**src/rtl/jtag_pkg.sv**
```systemverilog
// Shared JTAG definitions: TAP state encodings, command opcodes, driver FSM states and
// the IEEE 1149.1 TAP next-state function.
package jtag_pkg;

  localparam logic [3:0] TapTestLogicReset = 4'd0;
  localparam logic [3:0] TapRunTestIdle    = 4'd1;
  localparam logic [3:0] TapSelectDrScan   = 4'd2;
  localparam logic [3:0] TapCaptureDr      = 4'd3;
  localparam logic [3:0] TapShiftDr        = 4'd4;
  localparam logic [3:0] TapExit1Dr        = 4'd5;
  localparam logic [3:0] TapPauseDr        = 4'd6;
  localparam logic [3:0] TapExit2Dr        = 4'd7;
  localparam logic [3:0] TapUpdateDr       = 4'd8;
  localparam logic [3:0] TapSelectIrScan   = 4'd9;
  localparam logic [3:0] TapCaptureIr      = 4'd10;
  localparam logic [3:0] TapShiftIr        = 4'd11;
  localparam logic [3:0] TapExit1Ir        = 4'd12;
  localparam logic [3:0] TapPauseIr        = 4'd13;
  localparam logic [3:0] TapExit2Ir        = 4'd14;
  localparam logic [3:0] TapUpdateIr       = 4'd15;

  localparam logic [1:0] OP_RESET = 2'd0;
  localparam logic [1:0] OP_IR    = 2'd1;
  localparam logic [1:0] OP_DR    = 2'd2;
  localparam logic [1:0] OP_IDLE  = 2'd3;

  typedef logic [2:0] drv_state_t;
  localparam drv_state_t StInit    = 3'd0;
  localparam drv_state_t StReady   = 3'd1;
  localparam drv_state_t StPathIn  = 3'd2;
  localparam drv_state_t StShift   = 3'd3;
  localparam drv_state_t StPathOut = 3'd4;
  localparam drv_state_t StDone    = 3'd5;

  function automatic logic [3:0] tap_next(input logic [3:0] s, input logic tms);
    logic [3:0] n;
    case (s)
      TapTestLogicReset: n = tms ? TapTestLogicReset : TapRunTestIdle;
      TapRunTestIdle:    n = tms ? TapSelectDrScan   : TapRunTestIdle;
      TapSelectDrScan:   n = tms ? TapSelectIrScan   : TapCaptureDr;
      TapCaptureDr:      n = tms ? TapExit1Dr        : TapShiftDr;
      TapShiftDr:        n = tms ? TapExit1Dr        : TapShiftDr;
      TapExit1Dr:        n = tms ? TapUpdateDr       : TapPauseDr;
      TapPauseDr:        n = tms ? TapExit2Dr        : TapPauseDr;
      TapExit2Dr:        n = tms ? TapUpdateDr       : TapShiftDr;
      TapUpdateDr:       n = tms ? TapSelectDrScan   : TapRunTestIdle;
      TapSelectIrScan:   n = tms ? TapTestLogicReset : TapCaptureIr;
      TapCaptureIr:      n = tms ? TapExit1Ir        : TapShiftIr;
      TapShiftIr:        n = tms ? TapExit1Ir        : TapShiftIr;
      TapExit1Ir:        n = tms ? TapUpdateIr       : TapPauseIr;
      TapPauseIr:        n = tms ? TapExit2Ir        : TapPauseIr;
      TapExit2Ir:        n = tms ? TapUpdateIr       : TapShiftIr;
      default:           n = tms ? TapSelectDrScan   : TapRunTestIdle;
    endcase
    return n;
  endfunction

endpackage

```
**src/rtl/jtag_shifter.sv**
```systemverilog
// TDI shift-out / TDO shift-in register with bit index. The *_next outputs describe the bit
// that will be current after this edge, so the driver can register TDI/TMS without lag.
module jtag_shifter #(
  parameter int unsigned MAXLEN = 32,
  parameter int unsigned LENW   = $clog2(MAXLEN + 1)
) (
  input  logic              clk_i,
  input  logic              rst_ni,
  input  logic              load_i,
  input  logic [LENW-1:0]   load_len_i,
  input  logic [MAXLEN-1:0] load_data_i,
  input  logic              shift_i,
  input  logic              tdo_i,
  output logic              last_o,
  output logic              tdi_next_o,
  output logic              last_next_o,
  output logic [MAXLEN-1:0] captured_o
);

  logic [MAXLEN-1:0] data_q, data_d, cap_q, cap_d;
  logic [LENW-1:0]   idx_q, idx_d, len_q, len_d;

  always_comb begin
    data_d = data_q;
    cap_d  = cap_q;
    idx_d  = idx_q;
    len_d  = len_q;
    if (load_i) begin
      data_d = load_data_i;
      cap_d  = '0;
      idx_d  = '0;
      len_d  = load_len_i;
    end else if (shift_i) begin
      for (int unsigned i = 0; i < MAXLEN; i++) begin
        if (idx_q == LENW'(i)) cap_d[i] = tdo_i;
      end
      data_d = data_q >> 1;
      idx_d  = idx_q + LENW'(1);
    end
  end

  assign last_o      = (idx_q == len_q - LENW'(1));
  assign tdi_next_o  = data_d[0];
  assign last_next_o = (idx_d == len_d - LENW'(1));
  assign captured_o  = cap_q;

  always_ff @(posedge clk_i) begin
    if (!rst_ni) begin
      data_q <= '0;
      cap_q  <= '0;
      idx_q  <= '0;
      len_q  <= '0;
    end else begin
      data_q <= data_d;
      cap_q  <= cap_d;
      idx_q  <= idx_d;
      len_q  <= len_d;
    end
  end

endmodule

```
**src/rtl/jtag_tap_driver.sv**
```systemverilog
// Host-side JTAG master: walks the target TAP with registered TMS/TDI and captures TDO.
// Optional macro TAP_MIRROR_EN adds a tap_state output tracking the target TAP state.
module jtag_tap_driver
  import jtag_pkg::*;
#(
  parameter int unsigned MAXLEN = 32,
  parameter int unsigned LENW   = $clog2(MAXLEN + 1)
) (
  input  logic              TCK,
  input  logic              TRST_N,
  input  logic              cmd_valid,
  output logic              cmd_ready,
  input  logic [1:0]        cmd_op,
  input  logic [LENW-1:0]   cmd_len,
  input  logic [MAXLEN-1:0] cmd_data,
  output logic              TMS,
  output logic              TDI,
  input  logic              TDO,
  output logic              rsp_valid,
  output logic [MAXLEN-1:0] rsp_data
`ifdef TAP_MIRROR_EN
  ,
  output logic [3:0]        tap_state
`endif
);

  localparam int unsigned CntW = (LENW > 3) ? LENW : 3;

  drv_state_t      state_q, state_d;
  logic [CntW-1:0] cnt_q, cnt_d;
  logic [5:0]      pat_q, pat_d;
  logic [1:0]      op_q, op_d;
  logic            empty_q, empty_d;
  logic            tms_q, tms_d, tdi_q, tdi_d, rsp_valid_q;
  logic            load, shift, last_cur, tdi_next, last_next;
  logic [LENW-1:0] nlen;

  assign nlen = (cmd_len > LENW'(MAXLEN)) ? LENW'(MAXLEN) : cmd_len;

  jtag_shifter #(
    .MAXLEN (MAXLEN),
    .LENW   (LENW)
  ) u_shifter (
    .clk_i       (TCK),
    .rst_ni      (TRST_N),
    .load_i      (load),
    .load_len_i  (nlen),
    .load_data_i (cmd_data),
    .shift_i     (shift),
    .tdo_i       (TDO),
    .last_o      (last_cur),
    .tdi_next_o  (tdi_next),
    .last_next_o (last_next),
    .captured_o  (rsp_data)
  );

  // Each branch sets the TMS/TDI value for the cycle that follows this edge.
  always_comb begin
    state_d = state_q;
    cnt_d   = cnt_q;
    pat_d   = pat_q;
    op_d    = op_q;
    empty_d = empty_q;
    tms_d   = 1'b0;
    tdi_d   = 1'b0;
    load    = 1'b0;
    shift   = 1'b0;
    unique case (state_q)
      StInit: begin
        tms_d = (cnt_q < CntW'(5));
        if (cnt_q == CntW'(6)) state_d = StReady;
        else                   cnt_d   = cnt_q + CntW'(1);
      end
      StReady: begin
        if (cmd_valid) begin
          load    = 1'b1;
          op_d    = cmd_op;
          empty_d = (nlen == '0);
          state_d = StPathIn;
          // Path patterns are LSB-first; a zero length exits Capture straight to Exit1.
          unique case (cmd_op)
            OP_RESET: begin pat_d = 6'b011111; cnt_d = CntW'(6); end
            OP_IR:    begin pat_d = empty_d ? 6'b001011 : 6'b000011; cnt_d = CntW'(4); end
            OP_DR:    begin pat_d = empty_d ? 6'b000101 : 6'b000001; cnt_d = CntW'(3); end
            OP_IDLE:  begin pat_d = 6'b000000; cnt_d = empty_d ? CntW'(1) : CntW'(nlen); end
          endcase
          tms_d = pat_d[0];
        end
      end
      StPathIn: begin
        if (cnt_q > CntW'(1)) begin
          cnt_d = cnt_q - CntW'(1);
          pat_d = pat_q >> 1;
          tms_d = pat_d[0];
        end else if (op_q == OP_RESET || op_q == OP_IDLE) begin
          state_d = StDone;
        end else if (empty_q) begin
          state_d = StPathOut;
          cnt_d   = CntW'(2);
          tms_d   = 1'b1;
        end else begin
          state_d = StShift;
          tms_d   = last_next;
          tdi_d   = tdi_next;
        end
      end
      StShift: begin
        shift = 1'b1;
        if (last_cur) begin
          state_d = StPathOut;
          cnt_d   = CntW'(2);
          tms_d   = 1'b1;
        end else begin
          tms_d = last_next;
          tdi_d = tdi_next;
        end
      end
      StPathOut: begin
        if (cnt_q > CntW'(1)) cnt_d   = cnt_q - CntW'(1);
        else                  state_d = StDone;
      end
      StDone:  state_d = StReady;
      default: state_d = StInit;
    endcase
  end

  always_ff @(posedge TCK) begin
    if (!TRST_N) begin
      state_q     <= StInit;
      cnt_q       <= '0;
      pat_q       <= '0;
      op_q        <= OP_RESET;
      empty_q     <= 1'b0;
      tms_q       <= 1'b1;
      tdi_q       <= 1'b0;
      rsp_valid_q <= 1'b0;
    end else begin
      state_q     <= state_d;
      cnt_q       <= cnt_d;
      pat_q       <= pat_d;
      op_q        <= op_d;
      empty_q     <= empty_d;
      tms_q       <= tms_d;
      tdi_q       <= tdi_d;
      rsp_valid_q <= (state_d == StDone);
    end
  end

  assign TMS       = tms_q;
  assign TDI       = tdi_q;
  assign rsp_valid = rsp_valid_q;
  assign cmd_ready = (state_q == StReady);

`ifdef TAP_MIRROR_EN
  logic [3:0] tap_q;

  // Advances on the same edge at which the target samples the registered TMS.
  always_ff @(posedge TCK) begin
    if (!TRST_N) tap_q <= TapTestLogicReset;
    else         tap_q <= tap_next(tap_q, tms_q);
  end

  assign tap_state = tap_q;
`endif

endmodule
```
**config.mk**
```make
export PLATFORM = sky130hd
export DESIGN_NAME = jtag_tap_driver
export DESIGN_NICKNAME = d
export VERILOG_FILES = /design/src/rtl/jtag_pkg.sv /design/src/rtl/jtag_shifter.sv /design/src/rtl/jtag_tap_driver.sv
export SDC_FILE = /design/constraint.sdc
export NUM_CORES = 1
export LEC_CHECK = 0
export ABC_AREA = 1
export BUFFER_PORTS_ARGS = -buffer_cell sky130_fd_sc_hd__buf_4
export CAP_MARGIN = 15
export CORE_UTILIZATION = 57
export CTS_CLUSTER_SIZE = 20
export DETAILED_ROUTE_END_ITERATION = 10
export GPL_ROUTABILITY_DRIVEN = 0
export PLACE_DENSITY = 0.83
export SYNTH_ARGS = -nofsm -noshare
export SYNTH_HDL_FRONTEND = slang
export SYNTH_SLANG_ARGS = --single-unit
export TNS_END_PERCENT = 50
```
**constraint.sdc**
```tcl
create_clock -name TCK -period 2.2 [get_ports TCK]
set_input_delay 0.44 -clock TCK [delete_from_list [all_inputs] [get_ports TCK]]
set_output_delay 0.44 -clock TCK [all_outputs]
set_load 0.005 [all_outputs]
```
# Word-level counts from Yosys, hierarchy flattened
# Cells that the tools add are included.
# op_classes
mux	44
bitwise_logic	1
n_addsub	5
eq_ne	51
reduce_logical	45
n_lt_le_gt_ge	3
# op_table
cell	n
== test 6 x 5 -> 1 bit, second input constant	16
2-to-1 mux 6 bit	14
AND reduction 2 bit	33
2-to-1 mux 32 bit	2
== test 6 x 4 -> 1 bit, second input constant	8
one-hot mux 6 bit (4 select lines)	2
== test 6 x 3 -> 1 bit, second input constant	5
one-hot mux 6 bit (5 select lines)	1
2-to-1 mux 3 bit	8
one-hot mux 3 bit (6 select lines)	1
subtractor 6 x 1 -> 6 bit, second input constant	3
adder 6 x 1 -> 6 bit, second input constant	2
== test 6 x 2 -> 1 bit, second input constant	2
== test 6 bit	2
zero test 6 bit	2
2-to-1 mux 1 bit	12
one-hot mux 6 bit (2 select lines)	1
inequality test 2 bit, second input constant	5
== test 3 bit, second input constant	3
AND reduction 7 bit	1
== test 2 bit, second input constant	3
== test 3 x 2 -> 1 bit, second input constant	2
== test 6 x 1 -> 1 bit, second input constant	1
> comparator 6 x 1 -> 1 bit, second input constant	1
other kinds (16)	19
# totals
output_inout_bits	36
reg_bits	97
in_bits	44
word_cells	193

# Longest topological paths before layout
# depth
ltp_word	9
mapped_depth	19
mapped_depth_nobuf	18

# Modules after synthesis
# From an unflattened synthesis, not the netlist that was laid out.
# unflattened
hier_cells	783
area_unflattened_um2	5250.0
# by_module_without_submodules
mod	seq_area_each_um2	cells_per_inst	n_inst	area_per_inst_um2
jtag_shifter	1521.5	530	1	3699.8
jtag_tap_driver	380.4	253	1	1550.2

# Least setup slack after synthesis
# Ideal clock, no wire load.
# synth_path
kind	register -> register
start	register state_q[0]
end	register tms_q, in the netlist TMS
path_slack_ns	0.201
t_required_ns	2.137
path_stages_with_launch	16
t_arrival_ns	1.935
setup_ns	0.063
period_less_slack_ns	1.999
n_path_buf	1
cell_sequence	dfxtp_1 buf_4 inv_1 nor2_4 nand3_4 o21ai_1 inv_1 ha_1 xor2_1 nor2_1 nand3_1 nor2_2 nand3_1 nand2_1 nand2_1 nand3_1
# synth_between
elab_chain_cells	9
word_cells_on_any_way	16
classes_between	add/sub: 1; eq/ne: 4; mux: 10; reduce/logical: 1
# synth_rtl
item	line	source
from (decl)	jtag_tap_driver.sv:29	drv_state_t state_q, state_d;
from (signal assigned)	jtag_tap_driver.sv:129	state_q <= StInit;
from (signal assigned)	jtag_tap_driver.sv:138	state_q <= state_d;
== test 3 x 1 -> 1 bit or == test 3 x 2 -> 1 bit (tied branches)	jtag_tap_driver.sv:68	unique case (state_q)
2-to-1 mux 1 bit	jtag_tap_driver.sv:68	
2-to-1 mux 6 bit (on tied branches)	jtag_shifter.sv:28, jtag_shifter.sv:33	
subtractor 6 x 1 -> 6 bit or 2-to-1 mux 6 bit (tied branches)	jtag_shifter.sv:44, jtag_shifter.sv:28	
== test 6 bit	jtag_shifter.sv:44	assign last_next_o = (idx_d == len_d - LENW'(1));
2-to-1 mux 1 bit	jtag_tap_driver.sv:97	end else if (empty_q) begin
2-to-1 mux 1 bit	jtag_tap_driver.sv:95	end else if (op_q == OP_RESET || op_q == OP_IDLE) begin
2-to-1 mux 1 bit	jtag_tap_driver.sv:91	if (cnt_q > CntW'(1)) begin
one-hot mux 1 bit (4 select lines) *	jtag_tap_driver.sv:68	
to (signal assigned)	jtag_tap_driver.sv:143	tms_q <= tms_d;
to (decl)	jtag_tap_driver.sv:34	logic tms_q, tms_d, tdi_q, tdi_d, rsp_valid_q;
# Mark *: on every way between the ends. The rest lies on a longest branch, timed or not.
# A chain may end at the register's enable or synchronous reset.

# Final worst setup path
# layout_path
start	register u_shifter.len_q[0]
end	register rsp_valid_q, in the netlist rsp_valid
# layout_between
elab_chain_cells	5
# layout_rtl
item	line	source
from (decl)	jtag_shifter.sv:21	logic [LENW-1:0] idx_q, idx_d, len_q, len_d;
from (signal assigned)	jtag_shifter.sv:57	len_q <= len_d;
subtractor 6 x 1 -> 6 bit	jtag_shifter.sv:42	assign last_o = (idx_q == len_q - LENW'(1));
== test 6 bit	jtag_shifter.sv:42	
2-to-1 mux 3 bit	jtag_tap_driver.sv:109	if (last_cur) begin
one-hot mux 3 bit (6 select lines)	jtag_tap_driver.sv:68	
== test 3 bit	jtag_tap_driver.sv:145	rsp_valid_q <= (state_d == StDone);
to (signal assigned)	jtag_tap_driver.sv:145	
to (decl)	jtag_tap_driver.sv:34	
# No other way between the ends.

==> flow_summary.ini <==
[finish]
layout_commonest_cell = nand2_1
final_cell_area_um2 = 6040
fin_util_pct = 69.6
layout_common_cells = nand2_1, inv_1, buf_4
n_antenna_cell = 0
layout-drive-gt1-share_pct = 18.3
fillerInstances = 749
finalNonFillerCells = 939
syn_to_final_growth_pct = 18.7
layout.nets = 880

[timing]
fmax_mhz = 493
setup_viol = 0
finalSetupTns_ps = 0
hold_viol = 0
fin_skew_ps = 14.3
relSlewSlack_pct = 63.7
finalCritPeriodShare_pct = 92.1
fin_ws_ps = 173
period_needed_ps = 2030
worst_pin_slew_ps = 543
maxSlewViolCount = 0

[clock_tree]
holdBufCountCts = 0
clk_path_buf_depth = 2
clock_sinks = 95
htree_num_levels = 3
clkSlewWorstSetupHoldPaths_ps = 100
cts-root-buf = clkbuf_8
clk-insertion-delay-late_ps = 370
cts_tree = yes
cts_made_buffers = 9

[placement]
placed_cell_area_um2 = 5790
dpl.hpwl_um = 9280
dp.cells = 921
port-buffer-count = 79
pre_cts_ws_ps = 40.2

[synth]
synthTopCellsByArea = dfxtp_1, nand2_1, inv_1, nor2_1, nand3_1
synth_area_per_cell_um2 = 6.78
synth_cell_types = 39
synth-edff-count = 0
ys_seq_area_share_pct = 37.4
synthCells = 750
synth_area_um2 = 5090
syn_nets = 804
ys_warn_count = 0
synthArstFlopShare_pct = 0
synth_seq_cells = 95
synth.largest_area_cell = dfxtp_1
netlist.area_leader.share_pct = 37.4
synth_ff_type = dfxtp_1

[drt]
vias = 5147
first_pass_iters = 7
wirelength_um = 12800
top_layer = met4
wl_met3_um = 774
m1WireLength_um = 5540
vias_per_cell = 5.48
drcViolationCount = 0
wl_met2_um = 6150
drtIter0Drc = 257
wl_per_cell_um = 13.7
antenna_left = 0

[global_route]
grt_pass1_wl_um = 20600
grt_max_degree = 35
grt_overflow = 0
grt_usage_pct = 28.3
antenna_found_initial = 0
first_global_vias = 4600

[die]
pin_count = 80
die_h_um = 96.5
die-area_um2 = 9310
rows = 34
start_util_pct = 58.6
core_um2 = 8680
die_w_um = 96.5

[critical_path]
r2r_slack_ps = 170
startpoint_type = register
crit_path_max_fanout = 4
path_class = register to register
worstPathArrival_ps = 2250
end_kind = register
cp.required_ps = 2420

[power]
p_per_area_nw_per_um2 = 617
p_leak_uw = 0.00266
peakVddDrop_uv = 413

[outcome]
status = finished clean

[worst_hold_path]
hold_class = input port to register

[job]
cap_violations = 0
logic make-up after synthesis:
family	synth area share, %
simple gates	30.4
buf+inv	12.1
xor+xnor	2.24
compound gates	15.4
fa+ha+maj	2.46
flops	37.4
path summary, 6_finish.rpt:
path,from,end,cells past startpoint
max,u_shifter.len_q[0],rsp_valid,10
min,cmd_data[31],u_shifter.data_q[31],3
max reg2reg,u_shifter.len_q[0],rsp_valid,10
min reg2reg,u_shifter.captured_o[15],u_shifter.captured_o[15],2
final cells by class:
class / count / area, µm² / share of cell area (%)
Timing Repair Buffer: 99 / 743 / 12.3
Inverter: 122 / 460 / 7.62
Clock inverter: 6 / 51.3 / 0.849
Sequential cell: 95 / 1910 / 31.6
Clock buffer: 10 / 128 / 2.11
Tap cell: 108 / 135 / 2.24
Multi-Input combinational cell: 499 / 2610 / 43.2
cell usage after synthesis, types with 3 or more instances:
cell / instances
o211ai_1: 8
dfxtp_1: 95
nor3_1: 29
a31oi_1: 14
clkbuf_1: 20
o21ai_0: 40
nor2_2: 3
ha_1: 10
xnor2_1: 3
nand3_1: 49
inv_1: 117
xor2_1: 10
buf_2: 5
a21oi_1: 33
nand2_1: 162
buf_1: 4
nor2_1: 73
nand4_1: 19
buf_4: 3
o221ai_1: 19
nor2_4: 5
inv_2: 5
metrics by stage:
| stage | hold slack [ps] | power, µW |
|---|---|---|
| 2_1_floorplan | 439 | 2400 |
| 3_3_place_gp | 446 | 2600 |
| 3_5_place_dp | 455 | 2620 |
| 4_1_cts | 315 | 3700 |
| 5_1_grt | 335 | 3900 |
| 6_report | 327 | 3720 |
sequential cells by signal (all words and copies together), names as in the netlist:
signal                cells
u_shifter.captured_o     32
u_shifter.data_q         32
u_shifter.idx_q           6
rsp_valid                 1
u_shifter.len_q           6
empty_q                   1
op_q                      2
TDI                       1
TMS                       1
cnt_q                     6
state_q                   3
pat_q                     4
timing repair:
item                                   in CTS  in global routing
endpoints found under the hold margin       0                  0
gates resized for setup                     0                 23
setup buffers                               0                  2
setup endpoints to repair                   1                 10
pin swaps                                   1                  5
routing by layer:
metal	GRT usage, %	vias up
li1	-	2594
met1	35.5	2332
met2	47.9	188
met3	4.30	33
met4	12.4	0
met5	0	-
where the power goes:
group          internal, µW  total, µW  switching (µW)
combinational           309        780             471
sequential             1780       1850            65.0
clock                   428       1100             668
worst max-delay path: stages (launching register included):
cell,delay (ps)
dfxtp_2,360
inv_1,70
ha_1,290
xor2_1,160
o21ai_1,100
nor3_2,210
nand3_1,110
nand2_2,140
nand3_1,90
a31oi_1,230
nor3_1,110
Note: power is estimated with default switching activity, not from simulation.
